**src/rtl/squash_arbiter_pkg.sv**
```systemverilog
// Shared types for the squash arbiter: instruction id/pc, squash request record, FSM states.
// Age helper keeps id wrap-around handling in exactly one place.
package squash_arbiter_pkg;

   localparam int ID_W  = 8;
   localparam int PC_W  = 32;
   localparam int CNT_W = 4;

   typedef logic [ID_W-1:0] id_t;
   typedef logic [PC_W-1:0] pc_t;

   typedef struct packed {
      id_t id;
      pc_t pc;
   } squash_req_t;

   typedef enum logic [1:0] {
      IDLE   = 2'd0,
      SQUASH = 2'd1,
      DRAIN  = 2'd2
   } squash_state_e;

   // Distance from the oldest in-flight instruction; modular subtraction absorbs id wrap.
   function automatic id_t id_age(input id_t x, input id_t head);
      return id_t'(x - head);
   endfunction

endpackage

```
**src/rtl/squash_arbiter_oldest_sel.sv**
```systemverilog
// Combinational age-based pick of the oldest valid squash request; ties go to the lowest index.
// Zero latency, no backpressure.
module oldest_sel
   import squash_arbiter_pkg::*;
#(
   parameter int NREQ  = 3,
   parameter int IDX_W = 2
) (
   input  logic        [NREQ-1:0] valid,
   input  squash_req_t [NREQ-1:0] req,
   input  id_t                    head_id,
   output logic                   win_vld,
   output logic       [IDX_W-1:0] win_idx,
   output squash_req_t            win_req
);

   id_t best_age;

   always_comb begin
      win_vld  = 1'b0;
      win_idx  = '0;
      win_req  = '0;
      best_age = '0;
      // Strict compare keeps the earlier (lower) index on equal ages.
      for (int i = 0; i < NREQ; i++) begin
         if (valid[i] && (!win_vld || (id_age(req[i].id, head_id) < best_age))) begin
            win_vld  = 1'b1;
            win_idx  = IDX_W'(i);
            win_req  = req[i];
            best_age = id_age(req[i].id, head_id);
         end
      end
   end

endmodule

```
**src/rtl/squash_arbiter.sv**
```systemverilog
// Arbitrates pipeline squash requests by age, emits one squash+redirect pulse and stalls the front end.
// Latency 1 cycle from request to pulse (2 if preempting during the SQUASH cycle); requests are never backpressured.
module squash_arbiter
   import squash_arbiter_pkg::*;
#(
   parameter int NREQ         = 3,
   parameter int DRAIN_CYCLES = 2
) (
   input  logic            clk,
   input  logic            rst,
   input  logic [NREQ-1:0] req_valid_i,
   input  id_t  [NREQ-1:0] req_id_i,
   input  pc_t  [NREQ-1:0] req_pc_i,
   input  id_t             head_id_i,
   output logic            squash_valid_o,
   output id_t             squash_id_o,
   output logic            redirect_valid_o,
   output pc_t             redirect_pc_o,
   output logic            stall_o,
   output logic            busy_o
);

   localparam int IDX_W = (NREQ > 1) ? $clog2(NREQ) : 1;

   squash_state_e state, state_nxt;
   logic [CNT_W-1:0] cnt, cnt_nxt;
   squash_req_t lat, lat_nxt;
   logic pend, pend_nxt;

   squash_req_t [NREQ-1:0] req_arr;
   logic              win_vld;
   logic  [IDX_W-1:0] win_idx;
   squash_req_t       win_req;
   logic              accept;

   always_comb begin
      for (int i = 0; i < NREQ; i++) begin
         req_arr[i].id = req_id_i[i];
         req_arr[i].pc = req_pc_i[i];
      end
   end

   oldest_sel #(
      .NREQ  (NREQ),
      .IDX_W (IDX_W)
   ) u_oldest_sel (
      .valid   (req_valid_i),
      .req     (req_arr),
      .head_id (head_id_i),
      .win_vld (win_vld),
      .win_idx (win_idx),
      .win_req (win_req)
   );

   // Once busy, only a strictly older winner can redirect again; everything else is already squashed.
   assign accept = win_vld && req_valid_i[win_idx] &&
                   ((state == IDLE) ||
                    (id_age(win_req.id, head_id_i) < id_age(lat.id, head_id_i)));

   always_comb begin
      state_nxt = state;
      cnt_nxt   = cnt;
      lat_nxt   = lat;
      pend_nxt  = pend;
      case (state)
         IDLE: begin
            if (accept) begin
               lat_nxt   = win_req;
               state_nxt = SQUASH;
            end
         end
         SQUASH: begin
            // A preemption arriving on the pulse cycle is held for one DRAIN cycle so pulses never abut.
            state_nxt = DRAIN;
            cnt_nxt   = CNT_W'(DRAIN_CYCLES - 1);
            if (accept) begin
               lat_nxt  = win_req;
               pend_nxt = 1'b1;
            end
         end
         DRAIN: begin
            if (accept || pend) begin
               if (accept) lat_nxt = win_req;
               pend_nxt  = 1'b0;
               state_nxt = SQUASH;
            end else if (cnt == '0) begin
               state_nxt = IDLE;
            end else begin
               cnt_nxt = cnt - 1'b1;
            end
         end
         default: state_nxt = IDLE;
      endcase
   end

   always_ff @(posedge clk) begin
      if (rst) begin
         state <= IDLE;
         cnt   <= '0;
         lat   <= '0;
         pend  <= 1'b0;
      end else begin
         state <= state_nxt;
         cnt   <= cnt_nxt;
         lat   <= lat_nxt;
         pend  <= pend_nxt;
      end
   end

   assign squash_valid_o   = (state == SQUASH);
   assign redirect_valid_o = (state == SQUASH);
   assign squash_id_o      = lat.id;
   assign redirect_pc_o    = lat.pc;
   assign stall_o          = (state != IDLE);
   assign busy_o           = (state != IDLE);

endmodule

```
**config.mk**
```make
export PLATFORM = sky130hd
export DESIGN_NAME = squash_arbiter
export DESIGN_NICKNAME = d
export VERILOG_FILES = /design/src/rtl/squash_arbiter_pkg.sv /design/src/rtl/squash_arbiter_oldest_sel.sv /design/src/rtl/squash_arbiter.sv
export SDC_FILE = /design/constraint.sdc
export NUM_CORES = 1
export LEC_CHECK = 0
export BUFFER_PORTS_ARGS = -buffer_cell sky130_fd_sc_hd__clkbuf_2
export CORE_MARGIN = 1.5
export CORE_UTILIZATION = 52
export CTS_CLUSTER_DIAMETER = 200
export DETAILED_ROUTE_END_ITERATION = 12
export GPL_TIMING_DRIVEN = 0
export PLACE_DENSITY = 0.82
export SETUP_SLACK_MARGIN = 0.3
export SLEW_MARGIN = 20
export SYNTH_ARGS = -nofsm -noshare
export SYNTH_HDL_FRONTEND = slang
export SYNTH_HIERARCHICAL = 1
export SYNTH_SLANG_ARGS = --single-unit
```
**constraint.sdc**
```tcl
create_clock -name clk -period 11.5 [get_ports clk]
set_input_delay 1.725 -clock clk [delete_from_list [all_inputs] [get_ports clk]]
set_output_delay 1.725 -clock clk [all_outputs]
set_load 0.05 [all_outputs]
```
* Word-level counts from Yosys, hierarchy flattened
Cells that the tools add are included.
** Word-level totals
- Register bits :: 47
- Logic and storage cells :: 68
- Output and inout bits :: 44
- Input port bits :: 133
** Cells by class
- Order comparisons :: 4
- Equal/unequal tests :: 8
- Reductions and logical operators :: 20
- Add/subtract/negate cells :: 6
- Mux-type cells :: 25
** Operators by type and width (count)
- $mux 40 :: 5
- $pmux 40 s2 :: 1
- $sub 8x8->8 :: 5
- $lt 8x8->1 :: 3
- $mux 8 :: 2
- $mux 2 :: 4
- $mux 4 :: 2
- $ne 2x2->1 const B :: 4
- $pmux 4 s2 :: 1
- $mux 1 :: 7
- $pmux 2 s3 :: 1
- $reduce_and 3->1 :: 2
- $reduce_bool 2->1 :: 3
- $logic_and 1x1->1 :: 4
- $logic_not 4->1 :: 1
- $logic_or 1x1->1 :: 4
- $reduce_and 2->1 :: 2
- $sub 4x1->4 const B :: 1
- $lt 2x3->1 const B :: 1
- $ne 3x3->1 const B :: 1
- $bmux 1 s2 :: 1
- $eq 2x1->1 const B :: 1
- $eq 2x2->1 const B :: 1
- $logic_not 1->1 :: 2
- 4 further kinds :: 4

* Logic depth before layout (Yosys ltp)
- Depth after elaboration :: 17
- Depth in mapped cells :: 45
- Gate-level depth less buffers :: 39

* Modules after synthesis
Netlist, hierarchy kept.
** By module, submodules not included
- squash_arbiter :: cells an instance 289, area each 2726.4 um^2, seq. area each 940.9 um^2, instances 1
- oldest_sel :: cells an instance 275, area each 2423.6 um^2, seq. area each 0.0 um^2, instances 1

* Worst setup path after synthesis
No wires, ideal clock.
- Path type :: input to register
- From :: in req_id_i[0] in the netlist's numbering
- To :: reg cnt[1]
- Library setup time :: 0.074 ns
- Path slack :: 2.310 ns
- Data arrival time :: 9.116 ns
- Data required time :: 11.426 ns
- Buffers on the path :: 3
- Stages :: 39
- Path through :: inv_1 > ha_1 > inv_1 > fa_1 > a21o_1 > a21o_1 > a2111o_1 > o211a_1 > ha_1 > a211oi_1 > o21ai_0 > a21oi_1 > or2_2 > clkbuf_1 > buf_4 > mux2_2 > ha_1 > and4_1 > [3 not listed] > buf_12 > mux2i_1 > inv_1 > ha_1 > fa_1 > nor2b_1 > o21ai_0 > nand2b_1 > a21o_1 > a21oi_1 > xnor2_1 > ha_1 > nand4_1 > nand2b_1 > o32ai_2 > o21a_2 > or3b_1 > a31oi_1
** RTL lines
- from (decl) :: RTL line squash_arbiter.sv:12 : input id_t [NREQ-1:0] req_id_i,
- to (signal assigned) :: RTL line squash_arbiter.sv:104 : cnt <= cnt_nxt;
- to (decl) :: RTL line squash_arbiter.sv:26 : logic [CNT_W-1:0] cnt, cnt_nxt;

==> impl_metrics.yaml <==
final_layout:
  diodes: 0
  fin_cells: 881
  final_util: 0.650
  drive_gt1_frac: 0.333
  n_fill_cell: 831
  nNetsFinal: 947
  area_growth_pct: 22.3
critical_path:
  crit_fanout: 10
  cp_slowest_cell: "fa_1"
  crit_cells: 40
  crit_family: "compound AO/OA/AOI/OAI gates"
  crit_type: "input pin to flop"
  crit-reg2reg-launch: "squash_id_o[0]"
  cp_num_buf_inv: 7
  cp.arrival_ns: 10.38
  worst_path_most_repeated_cell: "ha_1"
  critPathMaxStageDelay_ns: 0.42
  crit_required_ns: 11.73
  worstSetupEndpointType: "flop"
  r2r_cells: 17
  r2r_end: "cnt[1]"
  reg2reg_slack_ns: 7.99
  critPathLaunchType: "input pin"
sta:
  period_share: 0.883
  tns_ns: 0
  fin_crit_ns: 10.15
  tightest_slew_ns: 0.559
  fmax_ghz: 0.0985
  finalHoldViolations: 0
  setup_viol: 0
  slew_headroom: 0.627
  layout_setup_ws_ns: 1.35
  hold_slack_ns: 0.508
  finalMaxSlewViolations: 0
  grt_setup_unrepaired: "no"
  fin_skew_ns: 0.0118
synthesis:
  ys_seq_area_frac: 0.183
  yosys_most_used_dff: "dfxtp_1"
  synth_edf_count: 0
  yosysWarnings: 6
  mappedNetlistNets: 764
  syn_inst: 564
  yosys-top-cells-count: "ha_1, nor2_1, dfxtp_1"
  synth_area_leaders: "dfxtp_1, ha_1, mux2_4"
  syn_area_per_cell_sq_um: 9.13
  yosys.cell_types.count: 58
  synth_top_cell_by_area: "dfxtp_1"
  synth_area_sq_um: 5150
  ys_ff_latch: 47
  synthArstFlopShare: 0
  synth_top_area_frac: 0.183
  synth.most_common_cell: "ha_1"
cts:
  post-cts-setup-buffers: 0
  cts.sinks: 47
  cts-hold-fix-buffers: 0
  cts.repair.resized: 0
  clk_path_buf_depth: 2
  cts_buffers: 5
  htreeDepth: 2
  path_clk_slew_ns: 0.08
  cts_tree: "yes"
  clock_latency_ns: 0.32
  cts_root_buf: "clkbuf_8"
power:
  p_leak_uw: 0.00338
  p_per_area_nw_per_um2: 217
  worst_ir_drop_vdd_uv: 108
routing:
  drcViolationCount: 0
  ant_nets: 0
  drt_iter0_drc: 132
  drt_wl_total_microns: 13400
  wire_per_inst_microns: 15.2
  first_pass_iters: 5
  post_drt_via_cell_ratio: 5.48
  vias: 4831
grt:
  grt-ovfl-total: 0
  grt_pass1_wl_microns: 20900
  grt_pass1_vias: 4659
  grt_max_degree: 16
  grt_usage: 0.250
  antenna_found_initial: 0
placed_design:
  gp_congestion: 0.888
  io_buffers: 176
  dp.cells: 873
  pre_cts_slack_ns: 1.15
  hpwl_microns: 11300
floorplan:
  rows: 36
  die_h_microns: 103
  fp.dieW_microns: 103
  start_util: 0.532
  core_region_area_sq_um: 9680
  ios: 177
  die_area_sq_um: 10500
min_path:
  min_from: "redirect_pc_o[9]"
  hp-class: "flop to flop"
  hold_path_end: "redirect_pc_o[9]"
  hold_depth: 2
job:
  max-cap-violations: 0
outcome:
  status: "finished clean"
-- per-layer routing --
metal  vias to the layer above  share of wire  track usage
met4                         0          0.016       0.0695
met2                       141           0.52        0.456
met5                         -              0            0
li1                       2395              -            -
met3                        16          0.056       0.0359
met1                      2279           0.41        0.306
-- power by group --
part | internal, uW | switching (uW)
Sequential | 211 | 32.2
Clock | 49.2 | 61.3
Combinational | 440 | 569
-- kinds of logic (layout without fill, tap and decap cells) --
kind of cell,count (synthesis),count (layout),share of synthesized area
and+or+nand+nor,134,134,0.125
adders and majority gates,67,67,0.170
AOI/OAI and AO/OA,134,134,0.193
buffers and inverters,69,253,0.0802
DFF,47,47,0.183
muxes,83,83,0.199
xor gates and xnor gates,30,30,0.0510
-- registers in the layout, summed over array words and instances (netlist names) --
signal and flops:
cnt 4, pend 1, squash_id_o 8, state 2, redirect_pc_o 32
-- per-stage QoR --
step | instance area (sq um) | total power, uW
finish | 6300 | 1360
global route | 6300 | 1470
CTS | 6300 | 1370
detailed placement | 6200 | 1250
global placement | 6200 | 1230
floorplan | 5150 | 1060
-- area by class of cell --
class	count	area [sq um]	share of cell area
repair buffers	176	881	0.140
clock inverters	2	16.3	0.00258
inverters	42	158	0.0250
well taps	133	166	0.0264
flip-flops and latches	47	941	0.149
multi-input cells	448	3800	0.603
plain buffers	27	255	0.0405
clock buffers	6	82.6	0.0131
-- worst min-delay path: cells and delay by family (launching register included) --
kind | cells | cell delay [ns]
DFF | 1 | 0.33
and+or+nand+nor | 1 | 0.07
muxes | 1 | 0.07
-- layout by cell type (no fill, tap or decap), types with 4 or more instances in the layout --
| cell type | n |
|---|---|
| a31oi_1 | 4 |
| xnor2_1 | 21 |
| dfxtp_1 | 47 |
| buf_12 | 8 |
| clkbuf_1 | 11 |
| o21a_1 | 6 |
| nand2b_1 | 5 |
| nor2_1 | 60 |
| nor2b_1 | 12 |
| nand2_1 | 22 |
| inv_1 | 42 |
| nand3_1 | 6 |
| fa_1 | 5 |
| a21o_1 | 12 |
| a22o_1 | 39 |
| mux2_4 | 38 |
| mux2i_1 | 43 |
| clkbuf_8 | 6 |
| o21ai_0 | 19 |
| nor3_1 | 10 |
| xor2_1 | 9 |
| clkbuf_2 | 176 |
| or3_1 | 4 |
| buf_2 | 4 |
| a21oi_1 | 27 |
| ha_1 | 62 |
-- how the worst max path moves through the flow --
stage                       from                 to  slack (ns)
global route        head_id_i[1]  redirect_pc_o[31]        0.62
CTS                 head_id_i[1]             cnt[1]        1.44
detailed placement  head_id_i[1]   redirect_pc_o[7]        1.15
global placement    head_id_i[0]  redirect_pc_o[28]        1.31
finish              head_id_i[1]             cnt[1]        1.35
floorplan            req_id_i[0]             cnt[1]        2.31
Power figures use the tool's default switching activity.
